<file path="src/rtl/uart_cmd_engine.sv">
// uart_cmd_engine: parses 4-byte command headers from UART RX, feeds payload
// to a selected compute unit, starts it and streams its result to UART TX.
module uart_cmd_engine #(
  parameter int datawidth_p = 8,
  parameter int num_units_p = 3,
  parameter int result_bytes_p = 4,
  parameter logic [datawidth_p-1:0] opcode_base_p = 8'h10
) (
  input  logic clk_i,
  input  logic rst_ni,
  input  logic [datawidth_p-1:0] rx_data_i,
  input  logic rx_valid_i,
  output logic rx_ready_o,
  output logic [datawidth_p-1:0] tx_data_o,
  output logic tx_valid_o,
  input  logic tx_ready_i,
  output logic [datawidth_p-1:0] op_data_o,
  output logic op_valid_o,
  input  logic op_ready_i,
  output logic [$clog2(num_units_p)-1:0] sel_o,
  output logic [num_units_p-1:0] start_o,
  input  logic [num_units_p-1:0] done_i,
  input  logic [num_units_p*result_bytes_p*datawidth_p-1:0] result_i,
  output logic [15:0] len_o
);

  localparam int SelW = $clog2(num_units_p);
  localparam int RW = result_bytes_p * datawidth_p;
  localparam int TxW = (result_bytes_p > 1) ? $clog2(result_bytes_p) : 1;
  localparam logic [TxW-1:0] TxLast = TxW'(result_bytes_p - 1);

  typedef enum logic [2:0] {
    StOpcode,
    StReserved,
    StLenLsb,
    StLenMsb,
    StPayload,
    StStart,
    StWait,
    StTx
  } state_t;

  state_t state, state_n;

  logic [SelW-1:0] sel;
  logic vld;
  logic [15:0] cnt;
  logic [RW-1:0] shreg;
  logic [TxW-1:0] tx_cnt;

  logic fire;
  logic tx_fire;
  logic done_sel;
  logic [datawidth_p-1:0] diff;
  logic op_ok;
  logic [15:0] len_full;
  logic [15:0] pay;
  logic [RW-1:0] slice;
  logic [num_units_p-1:0] one_hot;

  assign fire = rx_valid_i && rx_ready_o;
  assign tx_fire = tx_valid_o && tx_ready_i;
  assign done_sel = done_i[sel];
  assign diff = rx_data_i - opcode_base_p;
  assign op_ok = diff < datawidth_p'(num_units_p);
  assign len_full = {rx_data_i[7:0], len_o[7:0]};
  assign pay = (len_full < 16'd4) ? 16'd0 : len_full - 16'd4;
  assign slice = result_i[32'(sel) * RW +: RW];
  assign one_hot = num_units_p'(1) << sel;

  assign sel_o = sel;
  assign op_data_o = rx_data_i;
  assign start_o = (state == StStart) ? one_hot : '0;

  // RX is held off while reset is asserted, even though state reads idle.
  always_comb begin
    rx_ready_o = 1'b0;
    op_valid_o = 1'b0;
    unique case (state)
      StOpcode, StReserved, StLenLsb, StLenMsb: rx_ready_o = 1'b1;
      StPayload: begin
        if (vld) begin
          op_valid_o = rx_valid_i;
          rx_ready_o = op_ready_i;
        end else begin
          rx_ready_o = 1'b1;
        end
      end
      default: rx_ready_o = 1'b0;
    endcase
    if (!rst_ni) rx_ready_o = 1'b0;
  end

  always_comb begin
    state_n = state;
    unique case (state)
      StOpcode: if (fire) state_n = StReserved;
      StReserved: if (fire) state_n = StLenLsb;
      StLenLsb: if (fire) state_n = StLenMsb;
      StLenMsb: begin
        if (fire) begin
          if (pay != 16'd0) state_n = StPayload;
          else if (vld) state_n = StStart;
          else state_n = StOpcode;
        end
      end
      StPayload: begin
        if (fire && cnt == 16'd1) begin
          state_n = vld ? StStart : StOpcode;
        end
      end
      StStart: state_n = StWait;
      StWait: if (done_sel) state_n = StTx;
      StTx: if (tx_fire && tx_cnt == TxLast) state_n = StOpcode;
      default: state_n = StOpcode;
    endcase
  end

  always_ff @(posedge clk_i) begin
    if (!rst_ni) state <= StOpcode;
    else state <= state_n;
  end

  always_ff @(posedge clk_i) begin
    if (!rst_ni) begin
      sel <= '0;
      vld <= 1'b0;
      len_o <= '0;
      cnt <= '0;
      shreg <= '0;
      tx_data_o <= '0;
      tx_valid_o <= 1'b0;
      tx_cnt <= '0;
    end else begin
      unique case (state)
        StOpcode: begin
          if (fire) begin
            sel <= diff[SelW-1:0];
            vld <= op_ok;
          end
        end
        StLenLsb: if (fire) len_o[7:0] <= rx_data_i[7:0];
        StLenMsb: begin
          if (fire) begin
            len_o[15:8] <= rx_data_i[7:0];
            cnt <= pay;
          end
        end
        StPayload: if (fire) cnt <= cnt - 16'd1;
        StWait: begin
          if (done_sel) begin
            tx_data_o <= slice[RW-1 -: datawidth_p];
            shreg <= slice << datawidth_p;
            tx_valid_o <= 1'b1;
            tx_cnt <= '0;
          end
        end
        StTx: begin
          if (tx_fire) begin
            if (tx_cnt == TxLast) begin
              tx_valid_o <= 1'b0;
            end else begin
              tx_data_o <= shreg[RW-1 -: datawidth_p];
              shreg <= shreg << datawidth_p;
              tx_cnt <= tx_cnt + 1'b1;
            end
          end
        end
        default: ;
      endcase
    end
  end

endmodule

</file>
<file path="config.mk">
export PLATFORM = sky130hd
export DESIGN_NAME = uart_cmd_engine
export DESIGN_NICKNAME = d
export VERILOG_FILES = /design/src/rtl/uart_cmd_engine.sv
export SDC_FILE = /design/constraint.sdc
export NUM_CORES = 1
export LEC_CHECK = 0
export ABC_AREA = 1
export BUFFER_PORTS_ARGS = -buffer_cell sky130_fd_sc_hd__buf_4
export CAP_MARGIN = 15
export CORE_MARGIN = 10
export CORE_UTILIZATION = 45
export CTS_CLUSTER_DIAMETER = 120
export DETAILED_ROUTE_END_ITERATION = 7
export GPL_TIMING_DRIVEN = 0
export PLACE_DENSITY = 0.71
export SYNTH_ARGS = -nofsm -noshare
export SYNTH_HDL_FRONTEND = slang
export SYNTH_SLANG_ARGS = --single-unit
export TNS_END_PERCENT = 20
</file>
<file path="constraint.sdc">
create_clock -name clk_i -period 1.51 [get_ports clk_i]
set_input_delay 0.0755 -clock clk_i [delete_from_list [all_inputs] [get_ports clk_i]]
set_output_delay 0.0755 -clock clk_i [all_outputs]
set_load 0.02 [all_outputs]
</file>
==> impl_metrics.toml, run 1 <==
[drt]
drc = 0
drt_iter0_drc = 526
routedWlPerCell_um = 18.1
vias = 5986
drt-pass1-iter-count = 6
routed_wire_length_um = 19100
ant_nets = 0
viasPerCell = 5.65

[die]
die_x_um = 121
die_y_um = 121
start_util = 0.467
dieArea_sq_mm = 0.0147
top_level_ports = 152
placement_rows = 36
core_sq_mm = 0.00986

[grt]
vias_in_the_first_global_route = 5885
globalRoute.totalOverflow = 0
grt_max_degree = 14
grt.total_usage = 0.244
antenna_found_initial = 0
grt_first_pass_wirelength_um = 29200

[min_path]
hold_path_startpoint = "rx_data_i[5]"
hold_class = "input port to flop"

[cts]
clock_sinks = 73
clk_pin_slew_worst_paths_ns = 0.08
cts_tree = "built"
htree_num_levels = 3
tritoncts.num_buffers = 9
clk_root_buffer_cell = "clkbuf_8"
cts_buffer_depth = 2
clk-insertion-delay-late_ns = 0.37

[yosys]
synthDominantCellAreaShare = 0.317
synth_top_cells_by_area = "dfxtp_1, nand2_1, a21oi_1"
post_synthesis_cell_area_sq_mm = 0.00461
synth_flop_cell = "dfxtp_1"
synth_area_per_cell_sq_um = 6.40
synth_xor_area_frac = 0.0190
post_synth_most_frequent_cells = "nand2_1, a21oi_1, nand3_1"
synthDominantAreaCellType = "dfxtp_1"
synth-seq-cells = 73
most_frequently_used_cell_type_in_the_post_synthesis_netlist = "nand2_1"
synth-edff-count = 0
dominant_combinational_cell_family_by_area_after_synthesis = "simple AND/OR/NAND/NOR gates"
synth_mux_area_frac = 0
synthSimpleGateAreaFrac = 0.327
syn_nets = 836
syn_warnings = 0
synth_cells = 720
synth-seq-area-share = 0.317
synth_cell_type_count = 36
async_reset_ff_frac = 0
synth_fa_ha_area_frac = 0.0109
synth_compound_area_frac = 0.219

[sta]
relSlewSlack = 0.522
grt_setup_unrepaired = "yes"
final.setup_skew_ns = 0.00783
final_period_minus_worst_setup_slack_ns = 1.75
worst_pin_slew_ns = 0.716
final_hold_viol_count = 0
min_period_over_period = 1.16
clock.fmax_ghz = 0.572
layout_setup_ws_ns = -0.239
report.final.slew_viol_count = 0
whs_ns = 0.0304
timing.setup.tns_ns = -7.96
setup-violations-final = 63

[placed_design]
port-buffer-count = 151
place.gp.congestion = 0.905
post_dp_cell_area_sq_mm = 0.00596
post-dp-hpwl_um = 13800

[critical_path]
setup.worst_path.start_class = "flop"
worst_setup_path_end_kind = "flop"
worst-path-max-fanout = 10
critical_path.startpoint = "sel_o[1]$_SDFFE_PN0P_"
worstReg2RegStart = "sel_o[1]$_SDFFE_PN0P_"
critPathRequiredTime_ns = 1.81
arrival_time_at_the_worst_endpoint_ns = 2.04
setup.worst_path.class = "flop to flop"

[final_layout]
share_of_final_layout_standard_cells_stronger_than_drive_strength_1 = 0.379
finalNetCount = 1037
insertedDiodeCount = 0
syn2layout_area_growth_pct = 53.8
design_area_sq_mm = 0.00709

[flow_run]
drv_cap = 0

[power_and_ir_drop]
p_leak_nw = 3.17
ir_drop_uv = 422
p_per_area_mw_per_mm2 = 763

[outcome]
violations = "negative setup slack"
status = "finished with violations"
-- report_power, final --
part / internal (W) / total [W] / switching (W)
Combinational: 0.000724 / 0.00157 / 0.000850
Clock: 0.000981 / 0.00180 / 0.000822
Sequential: 0.00197 / 0.00203 / 0.0000621
Total: 0.00367 / 0.00541 / 0.00173
-- metrics by stage --
stage	cells	setup slack, ns	power [W]	util
2_1_floorplan	720	-0.0258	0.00277	-
3_3_place_gp	1004	-0.311	0.00327	0.604
3_5_place_dp	1004	-0.325	0.00329	0.604
4_1_cts	1047	-0.118	0.00526	0.689
5_1_grt	1059	-0.306	0.00561	0.718
6_report	1059	-0.239	0.00541	0.718
-- flip-flops by register name (all words and copies together), names as in the netlist --
register and flops:
shreg 24, cnt 16, len_o 16, tx_data_o 8, state 3, sel_o 2, tx_cnt 2, tx_valid_o 1
vld 1
-- final timing paths --
check                           slack [ns]                     end  cells past startpoint
worst max-delay path                 -0.24   shreg[9]$_SDFFE_PN0P_                     11
worst min-delay path                  0.03        vld$_SDFFE_PN0P_                      4
worst max register to register       -0.24   shreg[9]$_SDFFE_PN0P_                     11
worst min register to register        0.46  shreg[23]$_SDFFE_PN0P_                      2
-- repair_timing --
action / CTS / global route
gates cloned: 1 / 0
resized for setup: 109 / 58
hold buffers: 0 / 0
pin swaps: 14 / 14
endpoints found under the setup margin: 77 / 78
setup buffers: 27 / 12
-- area by class of cell --
type                    count  area (sq um)
plain buffers              48           420
multi-input cells         542          3040
fillers                   775          2780
clock inverters             6          90.1
well taps                 133           166
repair buffers            191          1500
flip-flops and latches     73          1500
inverters                  56           239
clock buffers              10           138
-- kinds of logic after synthesis --
group	Yosys count
AO/OA/AOI/OAI	176
XOR/XNOR	10
adder cells (fa/ha/maj)	4
buffers and inverters	105
flip-flops	73
AND/OR/NAND/NOR	352
-- per-layer routing --
layer  GRT usage  wire, um  vias to the layer above
li1            -         -                     2822
met4      0.0790       389                        0
met1       0.307      8190                     2856
met2       0.401      9200                      273
met5           0         0                        -
met3      0.0558      1360                       35
-- worst max-delay path: stages (launching register included) --
cell,delay (ns)
dfxtp_4,0.43
inv_8,0.05
buf_4,0.13
nand3_1,0.09
nand4_1,0.17
nand2_2,0.14
inv_2,0.05
nand2_4,0.13
buf_4,0.14
buf_6,0.13
nand2_1,0.06
a21oi_1,0.14
-- cell usage in the layout, fill, tap and decap left out, types with 8 or more instances in the layout --
| master | synthesis | layout |
|---|---|---|
| dfxtp_1 | 73 | 58 |
| buf_6 | 4 | 12 |
| clkbuf_1 | 21 | 8 |
| nand3_1 | 80 | 74 |
| inv_1 | 46 | 41 |
| nand2_2 | 1 | 9 |
| a21oi_1 | 80 | 76 |
| xor2_1 | 9 | 9 |
| nor2_4 | 0 | 14 |
| nor2_1 | 60 | 44 |
| o21ai_0 | 44 | 36 |
| dfxtp_2 | 0 | 8 |
| nand2_1 | 180 | 168 |
| o21ai_1 | 12 | 18 |
| buf_4 | 15 | 194 |
| clkbuf_8 | 0 | 11 |
| nor2_2 | 9 | 11 |
No activity file was read; power rests on OpenSTA's default activity.
==> run 2: changes to the inputs <==
Settings changed: CTS_BUF_LIST from default to sky130_fd_sc_hd__clkbuf_16.
==> run 2 against run 1 <==
  * The flow still finishes with violations (negative setup slack)
  * Sequential share of layout area decreased by 0.49 points
  * Combinational power hardly changed
  * Setup slack gained 0.013 ns
  * Non-clock buffer count shrank 5
  * Fmax increased by 0.76%
  * Cell count down 0.47%
  * First-iteration DRC count down 7.6%
  * Critical path depth is 1 lower
  * Global-route usage grew 0.82 points
  * Clock-buffer cell count shrank 1
  * Largest power group is now clock
==> impl_metrics.toml, run 2 (synthesis gave the netlist of run 1 again) <==
[sta]
setup-violations-final = 68
report.final.slew_viol_count = 0
final.setup_skew_ns = 0.00542
grt_setup_unrepaired = "yes"
final_hold_viol_count = 0
final_period_minus_worst_setup_slack_ns = 1.74
relSlewSlack = 0.548
min_period_over_period = 1.15
clock.fmax_ghz = 0.576
layout_setup_ws_ns = -0.225
worst_pin_slew_ns = 0.678
whs_ns = 0.0631

[drt]
drt-pass1-iter-count = 6
routed_wire_length_um = 19500
routedWlPerCell_um = 18.5
ant_nets = 0
drc = 0
drt_iter0_drc = 486
viasPerCell = 5.71
vias = 6017

[final_layout]
layout.cells.most_common_list = "buf_4, nand2_1, a21oi_1, nand3_1, dfxtp_1"
insertedDiodeCount = 0
share_of_final_layout_standard_cells_stronger_than_drive_strength_1 = 0.384
syn2layout_area_growth_pct = 56.7
largest_register = "shreg"
finalNetCount = 1032
flip_flop_count_of_the_largest_register_after_layout = 24
reg.largest.list = "shreg x24, cnt x16, len_o x16"
mostFrequentLayoutCell = "buf_4"
num-fill-cells = 735
layoutNonFillerInstCount = 1054

[cts]
clock_sinks = 73
clk-insertion-delay-late_ns = 0.34
cts_buffer_depth = 2
tritoncts.num_buffers = 9
cts_tree = "built"
clk_root_buffer_cell = "clkbuf_16"
htree_num_levels = 3
cts-hold-fix-buffers = 0
clk_pin_slew_worst_paths_ns = 0.06

[critical_path]
slowest_delay_ns = 0.36
timing.critical_path.slowest_stage_cell = "dfxtp_4"
worst-r2r-cell-count = 10
timing.rr.end = "state[0]$_SDFFE_PN0P_"
setup.worst_path.class = "flop to flop"
worst_setup_path_end_kind = "flop"
reg2reg_slack_ns = -0.23
critPathRequiredTime_ns = 1.78
worstReg2RegStart = "len_o[3]$_SDFFE_PN0P_"
setup.worst_path.start_class = "flop"
crit_path_cell_chain = "inv_4 -> ha_4 -> nand2_4 -> nor2_4 -> nand3_1 -> nand3_2 -> nand3_1 -> nor2_2 -> nand3_1 -> a21oi_2"
arrival_time_at_the_worst_endpoint_ns = 2.01
worst-path-max-fanout = 6
timing.critical_path.mode_cell = "nand3_1"

[outcome]
status = "finished with violations"
violations = "negative setup slack"

[power_and_ir_drop]
p_per_area_mw_per_mm2 = 827
p_leak_nw = 3.22
ir_drop_uv = 727

[grt]
vias_in_the_first_global_route = 6027
grt_max_degree = 14
antenna_found_initial = 0
grt.total_usage = 0.252
grt_first_pass_wirelength_um = 30000
globalRoute.totalOverflow = 0

[min_path]
whs_endpoint = "len_o[6]$_SDFFE_PN0P_"
min_path_cells = 3
hold_class = "input port to flop"
hold_path_startpoint = "rx_data_i[6]"

[die]
start_util = 0.467
top_level_ports = 152
dieArea_sq_mm = 0.0147
core_sq_mm = 0.00986
die_x_um = 121
die_y_um = 121
placement_rows = 36

[placed_design]
post-dp-hpwl_um = 13800
port-buffer-count = 151
place.gp.congestion = 0.905
dpl.cell_count = 1004

[flow_run]
drv_cap = 0
## run 2: changes by cell type in the layout (fill, tap and decap cells not counted), moves of 3 or more
cell       previous run  this run
buf_4               194       188
clkbuf_16             2        11
o21ai_2               2         9
clkbuf_8             11         3
a41oi_1               4         1
dfxtp_2               8         5
o21ai_0              36        30
dfxtp_1              58        62
a41oi_2               5         8
clkbuf_4              4         1
## run 2: layout make-up
class / instances / area [sq um] / share of cell area
clock inverter: 7 / 93.8 / 0.0130
inverter: 56 / 240 / 0.0333
tap: 133 / 166 / 0.0231
timing repair buffer: 185 / 1440 / 0.200
sequential: 73 / 1490 / 0.206
multi-input combinational: 542 / 3120 / 0.433
buffer: 49 / 439 / 0.0608
clock buffer: 9 / 225 / 0.0312
## run 2: what timing repair did
item | 4_1_cts | 5_1_grt
setup endpoints to repair | 77 | 77
cloned | 3 | 0
setup buffers | 24 | 7
pin swaps | 16 | 17
resized for setup | 123 | 67
## run 2: metrics by stage
step | power, W | setup slack (ns) | instance area, sq um | TNS, ns | util
after floorplan | 0.00277 | -0.0258 | 4660 | -0.0637 | -
after global routing | 0.00615 | -0.287 | 7220 | -11.87 | 0.732
after global placement | 0.00327 | -0.311 | 5960 | -14.35 | 0.604
after detailed placement | 0.00329 | -0.325 | 5960 | -15.84 | 0.604
final | 0.00597 | -0.225 | 7220 | -6.63 | 0.732
after CTS | 0.00581 | -0.119 | 6950 | -3.48 | 0.704
## run 2: worst max-delay path: cells and delay by family, from the launching register on
family,cells,cell delay [ns]
simple gates,7,0.96
flops,1,0.36
compound gates,1,0.14
buf+inv,1,0.06
fa+ha+maj,1,0.14
## run 2: how the worst max path moves through the flow
stage / from / endpoint / slack [ns]
floorplan: len_o[2]$_SDFFE_PN0P_ / state[0]$_SDFFE_PN0P_ / -0.03
global placement: sel_o[1]$_SDFFE_PN0P_ / shreg[25]$_SDFFE_PN0P_ / -0.31
detailed placement: sel_o[1]$_SDFFE_PN0P_ / shreg[29]$_SDFFE_PN0P_ / -0.32
CTS: state[1]$_SDFFE_PN0P_ / cnt[13]$_SDFFE_PN0P_ / -0.12
global route: state[2]$_SDFFE_PN0P_ / tx_data_o[0]$_SDFFE_PN0P_ / -0.29
finish: len_o[3]$_SDFFE_PN0P_ / state[0]$_SDFFE_PN0P_ / -0.23
## run 2: layer usage
layer / track usage / vias up / wire [um]
li1: - / 2821 / -
met1: 0.311 / 2802 / 8030
met2: 0.413 / 325 / 9170
met3: 0.0605 / 69 / 1600
met4: 0.0991 / 0 / 663
met5: 0 / - / 0
## run 2: power breakdown
part	switching [W]	internal, W	leakage (nW)	total (W)
Clock	0.000898	0.00145	0.153	0.00234
Sequential	0.0000603	0.00197	0.596	0.00203
Combinational	0.000876	0.000721	2.47	0.00160
Total	0.00183	0.00414	3.22	0.00597
==> run 3: changes to the inputs <==
Clock period 1.51 ns to 1.4 ns, I/O delays scaled along.
==> run 3 against run 2 <==
  * Setup slack got worse by 0.26 ns
  * The run still ends with negative setup slack left
  * Final area increased by 5.5%
  * Flip-flop and latch count unchanged
  * Worst hold slack improved by 0.0080 ns
  * Die area unchanged
  * Critical path depth increased by 2
  * Clock skew increased by 0.0033 ns
  * Non-clock buffer count increased by 26
  * First-iteration DRC count increased by 80%
  * Via count increased by 6.2%
  * Utilization increased by 4.0 points
==> impl_metrics.toml, run 3 (synthesis gave the netlist of run 1 again) <==
[critical_path]
setup.worst_path.start_class = "flop"
slowest_delay_ns = 0.37
worst-path-max-fanout = 4
timing.critical_path.mode_cell = "nor2_4"
cp.buffers_inverters = 3
crit_path_cell_chain = "nor2_4 -> inv_2 -> nand2_4 -> nand3_4 -> nor2_4 -> buf_6 -> buf_4 -> nand2_1 -> nand2_2 -> nand3_1 -> nor2_2 -> a21oi_2"
worst_setup_path_end_kind = "flop"
arrival_time_at_the_worst_endpoint_ns = 2.11
setup.worst_path.class = "flop to flop"
cp_top_family = "simple AND/OR/NAND/NOR gates"
timing.critical_path.slowest_stage_cell = "dfxtp_4"
critPathRequiredTime_ns = 1.63

[final_layout]
mostFrequentLayoutCell = "buf_4"
layout.cells.most_common_list = "buf_4, nand2_1, nand3_1, a21oi_1, dfxtp_1"
layoutNonFillerInstCount = 1081
flip_flop_count_of_the_largest_register_after_layout = 24
share_of_final_layout_standard_cells_stronger_than_drive_strength_1 = 0.415
largest_register = "shreg"
design_area_sq_mm = 0.00761
syn2layout_area_growth_pct = 65.3
reg.largest.list = "shreg x24, cnt x16, len_o x16"
insertedDiodeCount = 0
finalNetCount = 1059

[sta]
layout_setup_ws_ns = -0.488
final_period_minus_worst_setup_slack_ns = 1.89
clock.fmax_ghz = 0.530
final.setup_skew_ns = 0.00872
final_hold_viol_count = 0
worst_pin_slew_ns = 0.672
report.final.slew_viol_count = 0
setup-violations-final = 78
relSlewSlack = 0.552
grt_setup_unrepaired = "yes"
min_period_over_period = 1.35

[drt]
drt-pass1-iter-count = 7
routed_wire_length_um = 22400
routedWlPerCell_um = 20.7
viasPerCell = 5.91
drc = 0
drt_iter0_drc = 873
vias = 6389
ant_nets = 0

[grt]
grt.total_usage = 0.268
globalRoute.totalOverflow = 0
antenna_found_initial = 0
vias_in_the_first_global_route = 6182
grt_max_degree = 13
grt_first_pass_wirelength_um = 31800

[power_and_ir_drop]
ir_drop_uv = 718
p_per_area_mw_per_mm2 = 877
p_leak_nw = 3.42

[placed_design]
place.gp.congestion = 0.970
post_dp_cell_area_sq_mm = 0.00602
dpl.cell_count = 1004
port-buffer-count = 151
dpl_worst_slack_ns = -0.379
post-dp-hpwl_um = 14200

[cts]
tritoncts.num_buffers = 9
clk-insertion-delay-late_ns = 0.34
cts_tree = "built"
htree_num_levels = 3
clk_root_buffer_cell = "clkbuf_16"
clk_pin_slew_worst_paths_ns = 0.06
clock_sinks = 73
cts_buffer_depth = 2

[min_path]
hold_class = "input port to flop"

[die]
core_sq_mm = 0.00986
die_y_um = 121
dieArea_sq_mm = 0.0147
start_util = 0.467
placement_rows = 36
top_level_ports = 152
die_x_um = 121

[outcome]
status = "finished with violations"
violations = "negative setup slack"

[flow_run]
drv_cap = 0
## run 3: cell count changes in the layout (fill, tap and decap cells not counted), sizes merged
cell	delta
inv	-1
buf	+22
clkbuf	+4
clkinv	+1
bufbuf	+1
## run 3: layer usage
| layer | global-route usage | up-vias | part of all wire |
|---|---|---|---|
| li1 | - | 2872 | - |
| met1 | 0.326 | 2922 | 0.38 |
| met2 | 0.440 | 464 | 0.47 |
| met3 | 0.0651 | 131 | 0.10 |
| met4 | 0.119 | 0 | 0.059 |
| met5 | 0 | - | 0 |
## run 3: power breakdown
| part | switching [W] | internal, W |
|---|---|---|
| registers | 0.0000699 | 0.00212 |
| logic | 0.00104 | 0.000857 |
| clock network | 0.000934 | 0.00165 |
| total | 0.00204 | 0.00463 |
## run 3: tightest hold or removal path: cells and delay by family
| kind | cells | cell delay (ns) |
|---|---|---|
| AOI/OAI and AO/OA | 1 | 0.12 |
| buffers and inverters | 2 | 0.18 |
## run 3: timing repair
item / 4_1_cts / 5_1_grt
endpoints found under the setup margin: 77 / 78
pin swaps: 30 / 29
hold buffers: 0 / 0
buffers inserted: 39 / 14
gates resized for setup: 155 / 51
gates cloned: 5 / 3
## run 3: worst paths after layout
| kind | start | to | slack (ns) | cells past startpoint |
|---|---|---|---|---|
| setup / recovery | state[0]$_SDFFE_PN0P_ | state[0]$_SDFFE_PN0P_ | -0.49 | 12 |
| hold reg to reg | cnt[13]$_SDFFE_PN0P_ | cnt[13]$_SDFFE_PN0P_ | 0.47 | 2 |
| hold / removal | rx_data_i[6] | len_o[6]$_SDFFE_PN0P_ | 0.07 | 3 |
| setup reg to reg | state[0]$_SDFFE_PN0P_ | state[0]$_SDFFE_PN0P_ | -0.49 | 12 |
## run 3: metrics by stage
step | util | total power (W) | hold WS [ns] | setup TNS, ns
2_1_floorplan | - | 0.00301 | 0.222 | -0.592
3_3_place_gp | 0.611 | 0.00356 | 0.398 | -17.32
6_report | 0.772 | 0.00668 | 0.0711 | -19.37
3_5_place_dp | 0.611 | 0.00358 | 0.405 | -19.22
4_1_cts | 0.735 | 0.00643 | 0.0645 | -9.69
5_1_grt | 0.772 | 0.00690 | 0.0954 | -24.41
## run 3: cell type report
type	instances	area, sq um
inverter	56	249
fill	678	2250
timing repair buffer	211	1720
clock buffer	10	250
sequential	73	1490
timing repair inverter	1	11.3
buffer	49	487
clock inverter	6	80.1
multi-input combinational	542	3170
tap	133	166
